`config.mk`:
```
export PLATFORM = sky130hd
export DESIGN_NAME = hazard_scoreboard
export DESIGN_NICKNAME = d
export VERILOG_FILES = /design/src/rtl/hazard_scoreboard.sv
export SDC_FILE = /design/constraint.sdc
export NUM_CORES = 1
export LEC_CHECK = 0
export CAP_MARGIN = 40
export CORE_MARGIN = 5
export CORE_UTILIZATION = 52
export CTS_CLUSTER_DIAMETER = 50
export CTS_CLUSTER_SIZE = 12
export DETAILED_ROUTE_END_ITERATION = 8
export PLACE_DENSITY_LB_ADDON = 0.08
export SYNTH_ARGS = -nofsm -noshare
export SYNTH_HDL_FRONTEND = slang
export SYNTH_SLANG_ARGS = --single-unit
```
`constraint.sdc`:
```
create_clock -name clk -period 3.9 [get_ports clk]
set_clock_uncertainty 0.2 [all_clocks]
set_input_delay 0.975 -clock clk [delete_from_list [all_inputs] [get_ports clk]]
set_output_delay 0.975 -clock clk [all_outputs]
set_load 0.005 [all_outputs]
```
`src/rtl/hazard_scoreboard.sv`:
```
// hazard_scoreboard
//   Scoreboard-based hazard detection for the ID stage. Each architectural register
//   has a countdown of cycles until its in-flight result can be consumed; an ID
//   instruction whose used sources are still pending is held back.
//
// Ports
//   clk, rst          clock, synchronous active-high reset
//   id_valid          valid instruction present in ID
//   src1/src1_en      first source register and its read enable
//   src2/src2_en      second source register and its read enable
//   dest/wb_en        destination register and its write enable
//   lat               cycles from issue until writeback of dest (0 = untracked)
//   ext_stall         downstream freeze; all countdowns hold
//   flush             pipeline flush; clears all countdowns, blocks issue
//   hazard_detected   a used source is still pending (combinational)
//   issue             instruction leaves ID this cycle (combinational)
//   busy_mask         bit r set while register r has a nonzero countdown
module hazard_scoreboard #(
  parameter int unsigned ADDR_W     = 4,
  parameter int unsigned CNT_W      = 3,
  parameter bit          FORWARD_EN = 1'b1
) (
  input  logic                     clk,
  input  logic                     rst,
  input  logic                     id_valid,
  input  logic [ADDR_W-1:0]        src1,
  input  logic                     src1_en,
  input  logic [ADDR_W-1:0]        src2,
  input  logic                     src2_en,
  input  logic [ADDR_W-1:0]        dest,
  input  logic                     wb_en,
  input  logic [CNT_W-1:0]         lat,
  input  logic                     ext_stall,
  input  logic                     flush,
  output logic                     hazard_detected,
  output logic                     issue,
  output logic [(2**ADDR_W)-1:0]   busy_mask
);

  localparam int unsigned NumRegs = 2 ** ADDR_W;
  // With forwarding a result is consumable when one cycle remains before writeback.
  localparam logic [CNT_W-1:0] Thr = FORWARD_EN ? CNT_W'(1) : '0;

  logic [CNT_W-1:0] cnt_q   [NumRegs];
  logic [CNT_W-1:0] cnt_d   [NumRegs];
  logic [CNT_W-1:0] cnt_dec [NumRegs];

  logic src1_haz;
  logic src2_haz;

  // Sources are checked against the pre-update counters, so src == dest sees the old value.
  always_comb begin
    src1_haz        = src1_en && (cnt_q[src1] > Thr);
    src2_haz        = src2_en && (cnt_q[src2] > Thr);
    hazard_detected = id_valid && !flush && (src1_haz || src2_haz);
    issue           = id_valid && !hazard_detected && !ext_stall && !flush;
  end

  always_comb begin
    for (int unsigned r = 0; r < NumRegs; r++) begin
      cnt_dec[r] = (cnt_q[r] == '0) ? '0 : cnt_q[r] - CNT_W'(1);
    end

    if (flush) begin
      for (int unsigned r = 0; r < NumRegs; r++) cnt_d[r] = '0;
    end else if (ext_stall) begin
      for (int unsigned r = 0; r < NumRegs; r++) cnt_d[r] = cnt_q[r];
    end else begin
      for (int unsigned r = 0; r < NumRegs; r++) cnt_d[r] = cnt_dec[r];
      // WAW: keep whichever outstanding write to dest finishes last.
      if (issue && wb_en && (lat != '0)) begin
        cnt_d[dest] = (lat > cnt_dec[dest]) ? lat : cnt_dec[dest];
      end
    end
  end

  always_ff @(posedge clk) begin
    if (rst) begin
      for (int unsigned r = 0; r < NumRegs; r++) cnt_q[r] <= '0;
    end else begin
      for (int unsigned r = 0; r < NumRegs; r++) cnt_q[r] <= cnt_d[r];
    end
  end

  always_comb begin
    for (int unsigned r = 0; r < NumRegs; r++) busy_mask[r] = (cnt_q[r] != '0);
  end

endmodule
```
==> metrics.txt, run 1 <==
status=complete, no violations; relative slew slack=0.543; Post-Place Cells=687; Critical Path RT=3900 ps; Finish-stage setup viols=0; Detailed Place HPWL=11.2 mm; drt pass-1 iters=5; worst-path fanout max=5; period utilization=0.985; Switch Pwr=357 uW; Cells after Synth=512; final hold vios=0; Post-synth ARST share=0; initial antenna violation count=0; post-route ant nets=0; # fillers=676; Iter 0 DRT Violations=546; Cell Rows=32; Max Slew Vio Count=0; vias per cell=6.67; layout cell share with drive strength beyond 1=0.243; Initial Util=0.527; leakage power=0.00193 uW; met1 WL=6.14 mm; Mapped Nets=538; Peak VDD IR=0.128 mV; Main synth FF type=dfxtp_1; H-Tree Level Count=2; Max Cap Violations=0; commonest non-fill, non-tap cells in the layout=buf_4, nor2_1, dfxtp_1; fmax=260 MHz; Comb pwr share=0.280; flop-to-flop setup slack=220 ps; vias in the first global route=4391; post-synthesis instance area=0.00401 mm^2; HP Class=reg2reg; global-route wire length before repair=24.1 mm; largest register by flop count=cnt_q; largest net degree at the start of global routing=31; Clock Power Share=0.281; CTS tree=done; chip width=97.8 um; Setup crit end kind=register; # DRC=0; Crit Path Class=in2reg; DR vias=4711; top sig layer=met4; CTS Sinks=48; unique cell type count in the Yosys netlist=70; Final Net Count=629; P per Cell Area=216 mW/mm^2; Min Clock Period, post-route=3840 ps; fin cells=706; met3 WL=1.68 mm; biggest regs=cnt_q: 48 flops; Crit path arrival time=3840 ps; Worst-Skew Late Latency=310 ps; Syn. warnings=0; Pint=774 uW; startpoint types=input port; final wirelength=15.2 mm; Core Box Area=0.00761 mm^2; DR WL met2=6.88 mm; Synth Register Bits=48; sequential cell area fraction in the yosys report=0.240; CTS Hold Buffers Added=0; Die ar.=0.00956 mm^2; Post-synth EDFFs=0; Sw Share=0.316; commonest non-fill, non-tap cell in the layout=buf_4; antenna cell count=0; power share of the sequential group=0.439; Util after Layout=0.688; Port Buffers=40; Tot GR Track Use=0.314; max reg flops=48; GP Congestion=1.02; clock-pin slew on the worst setup and hold paths=90 ps; CTS Buf Count=5; grt total ovfl=0; Mean Syn Cell Area=7.82 um^2; clk buf depth=2; IO Pins=41; worst slew pin tran=680 ps; Die Y=97.8 um; Clock Root Buffer=clkbuf_8; area delta synth->final=30.6%; Power Total=1130 uW; Avg WL per Cell=21.6 um
## stage by stage
stage                     area, um^2  hold slack, ps  TNS [ps]  worst slack, ps
after floorplan                 4010             237         0             14.5
after global placement          4920             251    -26230             -628
after detailed placement        4920             251    -32730             -772
after CTS                       5180             264     -57.7            -29.1
after global routing            5230             328     -5.04            -3.43
final                           5230             262         0             58.5
## metal layers
metal / track usage / vias to the layer above
li1: - / 2151
met1: 0.434 / 2192
met2: 0.494 / 315
met3: 0.0543 / 53
met4: 0.111 / 0
met5: 0 / -
## power by group through the flow
stage	Combinational (uW)	Clock, uW	Sequential, uW
floorplan	135	0	507
global placement	269	0	507
detailed placement	271	0	508
CTS	293	324	496
global route	332	349	497
finish	317	318	496
## cell type report
| type | instances | area, um^2 | area share |
|---|---|---|---|
| tap | 102 | 128 | 0.0244 |
| inverter | 6 | 22.5 | 0.00430 |
| clock inverter | 1 | 7.51 | 0.00143 |
| clock buffer | 7 | 86.3 | 0.0165 |
| multi-input combinational | 425 | 3020 | 0.578 |
| sequential | 48 | 961 | 0.184 |
| timing repair buffer | 117 | 1010 | 0.192 |
## synthesized netlist by cell type (9+ instances only)
library cell,n,share of area
o211ai_1,11,0.021
a21oi_1,28,0.035
nand2_1,44,0.041
nor3b_1,14,0.026
clkbuf_1,21,0.020
o21bai_1,10,0.019
mux2i_1,14,0.035
dfxtp_1,48,0.24
and3_1,9,0.014
o21ai_0,22,0.027
nor3_1,22,0.027
nand3_1,21,0.026
or3_1,20,0.031
nor2_1,51,0.048
## kinds of logic (layout without fill, tap and decap cells)
group | after synthesis | after routing | share of synthesized area
buf+inv | 39 | 131 | 0.0428
fa+ha+maj | 3 | 3 | 0.00937
mux | 23 | 23 | 0.0828
simple gates | 241 | 241 | 0.338
flops | 48 | 48 | 0.240
compound gates | 158 | 158 | 0.287
## worst paths after layout
path,cells past startpoint,start,end
worst max register to register,14,cnt_q[5][2],cnt_q[11][1]
worst max-delay path,14,dest[2],cnt_q[11][1]
worst min-delay path,2,cnt_q[2][0],cnt_q[2][0]
worst min register to register,2,cnt_q[2][0],cnt_q[2][0]
## repair_timing
| action | in CTS | in global routing |
|---|---|---|
| endpoints found under the setup margin | 50 | 50 |
| gates resized for setup | 42 | 31 |
| cloned | 2 | 0 |
| pin swaps | 15 | 17 |
| buffers inserted | 6 | 4 |
## worst max-delay path: stages
cell and delay [ps]:
clkdlybuf4s15_1 230, buf_6 160, buf_4 140, or3_1 360, a32oi_2 240, nand3_1 110
nor2_1 130, ha_1 240, and3_4 170, a21o_1 170, o21a_1 200, o31a_1 220
buf_12 190, a221o_1 320
Power figures use the tool's default switching activity.
==> run 2, diff against run 1 <==
--- a/config.mk
+++ b/config.mk
@@ -12,6 +12,7 @@
 export CTS_CLUSTER_SIZE = 12
 export DETAILED_ROUTE_END_ITERATION = 8
 export PLACE_DENSITY_LB_ADDON = 0.08
+export RECOVER_POWER = 50
 export SYNTH_ARGS = -nofsm -noshare
 export SYNTH_HDL_FRONTEND = slang
 export SYNTH_SLANG_ARGS = --single-unit
==> run 2 against run 1 <==
Via count is 0.87% lower. First-iteration DRC count shrank 0.55%. Worst hold slack improved by 1.8 ps. Register-to-register slack is essentially flat. Cell count unchanged. Sequential cell count unchanged. Critical path depth up 1. Largest cell class unchanged. Global-route usage unchanged. Core utilization shrank 0.44 points. Sequential power hardly changed. Non-clock buffer count unchanged. Highest routed layer unchanged.
==> metrics.txt, run 2 (same netlist as run 1, synthesis figures left out) <==
Max Cap Violations=0 (unchanged); grt met2 use=0.494 (unchanged); Peak VDD IR=0.128 mV (-0.14%); Min Clock Period, post-route=3840 ps (+0.241 ps); Avg WL per Cell=21.5 um (-0.60%); initial antenna violation count=0 (unchanged); Iter 0 DRT Violations=543 (-0.55%); worst-path fanout max=5 (unchanged); Power Total=1130 uW (-0.54%); Crit Path Class=in2reg; period utilization=0.985 (about the same); fmax=260 MHz (about the same); Die ar.=0.00956 mm^2 (unchanged); flop-to-flop setup slack=230 ps (about the same); commonest non-fill, non-tap cells in the layout=buf_4, nor2_1, dfxtp_1; chip width=97.8 um (unchanged); layout cell share with drive strength beyond 1=0.238 (-0.00497); CTS Hold Buffers Added=0 (unchanged); drt pass-1 iters=5 (unchanged); vias in the first global route=4391 (unchanged); largest net degree at the start of global routing=31 (unchanged); antenna cell count=0 (unchanged); final setup TNS=0 ps (unchanged); Worst path slowest cell=or3_1; CTS Buf Count=5 (unchanged); Cell Rows=32 (unchanged); GR peak layer=met2; CTS Sinks=48 (unchanged); Finish-stage setup viols=0 (unchanged); status=complete, no violations; PnR worst setup slack=58.2 ps (-0.241 ps); IO Pins=41 (unchanged); Clock Root Buffer=clkbuf_8; worst slew pin tran=699 ps (+19.7 ps); Critical Path RT=3960 ps (+60 ps); Die Y=97.8 um (unchanged); commonest non-fill, non-tap cell in the layout=buf_4; FF+latch area=961 um^2 (unchanged); Fin Hold WS=264 ps (+1.83 ps); global-route wire length before repair=24.1 mm (unchanged); worst path cell trace=clkdlybuf4s15_1 > buf_6 > clkbuf_1 > or3_1 > a32oi_2 > nand3_1 > nor2_1 > ha_1 > nor2b_4 > o21ai_4 > a21o_1 > o21a_1 > o31a_1 > clkbuf_1 > a211o_1; # DRC=0 (unchanged); Crit path arrival time=3900 ps (+60 ps); Place WS=-772 ps (unchanged); H-Tree Level Count=2 (unchanged); Initial Util=0.527 (unchanged); GP Congestion=1.02 (unchanged); Tot GR Track Use=0.314 (unchanged); M3 GR Usage=0.0543 (unchanged); HP Class=reg2reg; startpoint types=input port; CTS tree=done; Worst path max stage delay=380 ps (+20 ps); area delta synth->final=29.8%; Setup crit end kind=register; leakage power=0.00197 uW (+2.0%); Worst-Skew Late Latency=310 ps (about the same); # fillers=678 (+0.30%); final wirelength=15.2 mm (-0.60%); largest register by flop count=cnt_q; vias per cell=6.61 (-0.87%); clk buf depth=2 (unchanged); global-route met1 utilization=0.434 (unchanged); post-route ant nets=0 (unchanged); Final Net Count=629 (unchanged); Detailed Place HPWL=11.2 mm (unchanged); biggest regs=cnt_q: 48 flops; critical path's top delay family=compound AO/OA/AOI/OAI gates; grt total ovfl=0 (unchanged); Buf+Inv Stages, Crit Path=4 (unchanged); Port Buffers=40 (unchanged); relative slew slack=0.530 (-0.0133); P per Cell Area=216 mW/mm^2 (+0.10%); Core Box Area=0.00761 mm^2 (unchanged); Worst path most repeated cell=clkbuf_1; DR vias=4670 (-0.87%); multi-input logic area=0.00302 mm^2 (-0.21%); max reg flops=48 (unchanged); Max Slew Vio Count=0 (unchanged); clock-pin slew on the worst setup and hold paths=90 ps (about the same); final hold vios=0 (unchanged)
run 2: layer usage:
layer | vias to the layer above | wire (um) | part of all wire
met5 | - | 0 | 0
met4 | 0 | 568 | 0.037
met3 | 49 | 1500 | 0.099
met2 | 287 | 6850 | 0.45
met1 | 2187 | 6240 | 0.41
li1 | 2147 | - | -
run 2: per-stage QoR:
stage	instance area, um^2	util	cells
after CTS	5180	0.681	703
after floorplan	4010	-	512
after detailed placement	4920	0.647	687
after global routing	5200	0.684	706
after global placement	4920	0.647	687
final	5200	0.684	706
run 2: path summary, 6_finish.rpt:
| check | from | end | cells past startpoint |
|---|---|---|---|
| setup / recovery | dest[2] | cnt_q[10][1] | 15 |
| hold / removal | cnt_q[2][0] | cnt_q[2][0] | 2 |
| setup reg to reg | cnt_q[5][2] | cnt_q[10][1] | 14 |
| hold reg to reg | cnt_q[2][0] | cnt_q[2][0] | 2 |
run 2: tightest hold or removal path: cells and delay by family (launching register included):
| kind | cells | cell delay (ps) |
|---|---|---|
| flip-flops | 1 | 330 |
| AND/OR/NAND/NOR | 2 | 100 |
run 2: power breakdown:
group | switching [uW] | internal (uW) | total (uW) | leakage (uW)
sequential | 3.91 | 492 | 496 | 0.000387
combinational | 178 | 133 | 311 | 0.00154
clock | 174 | 144 | 318 | 0.0000445
run 2: area by class of cell:
| type | count | area share |
|---|---|---|
| Sequential cell | 48 | 0.185 |
| Timing Repair Buffer | 117 | 0.188 |
| Inverter | 6 | 0.00433 |
| Multi-Input combinational cell | 425 | 0.580 |
| Tap cell | 102 | 0.0245 |
| Clock buffer | 7 | 0.0166 |
| Clock inverter | 1 | 0.00144 |
run 2: what timing repair did:
| action | in CTS | in global routing |
|---|---|---|
| buffers inserted | 6 | 4 |
| gates resized for setup | 42 | 31 |
| pin swaps | 15 | 17 |
| cloned | 2 | 0 |
| endpoints found under the setup margin | 50 | 50 |
==> run 3, diff against run 2 <==
--- a/config.mk
+++ b/config.mk
@@ -13,6 +13,7 @@
 export DETAILED_ROUTE_END_ITERATION = 8
 export PLACE_DENSITY_LB_ADDON = 0.08
 export RECOVER_POWER = 50
+export SLEW_MARGIN = 10
 export SYNTH_ARGS = -nofsm -noshare
 export SYNTH_HDL_FRONTEND = slang
 export SYNTH_SLANG_ARGS = --single-unit
==> results of run 3 <==
Same layout as run 2: the final DEF is identical, and so are final timing and power.
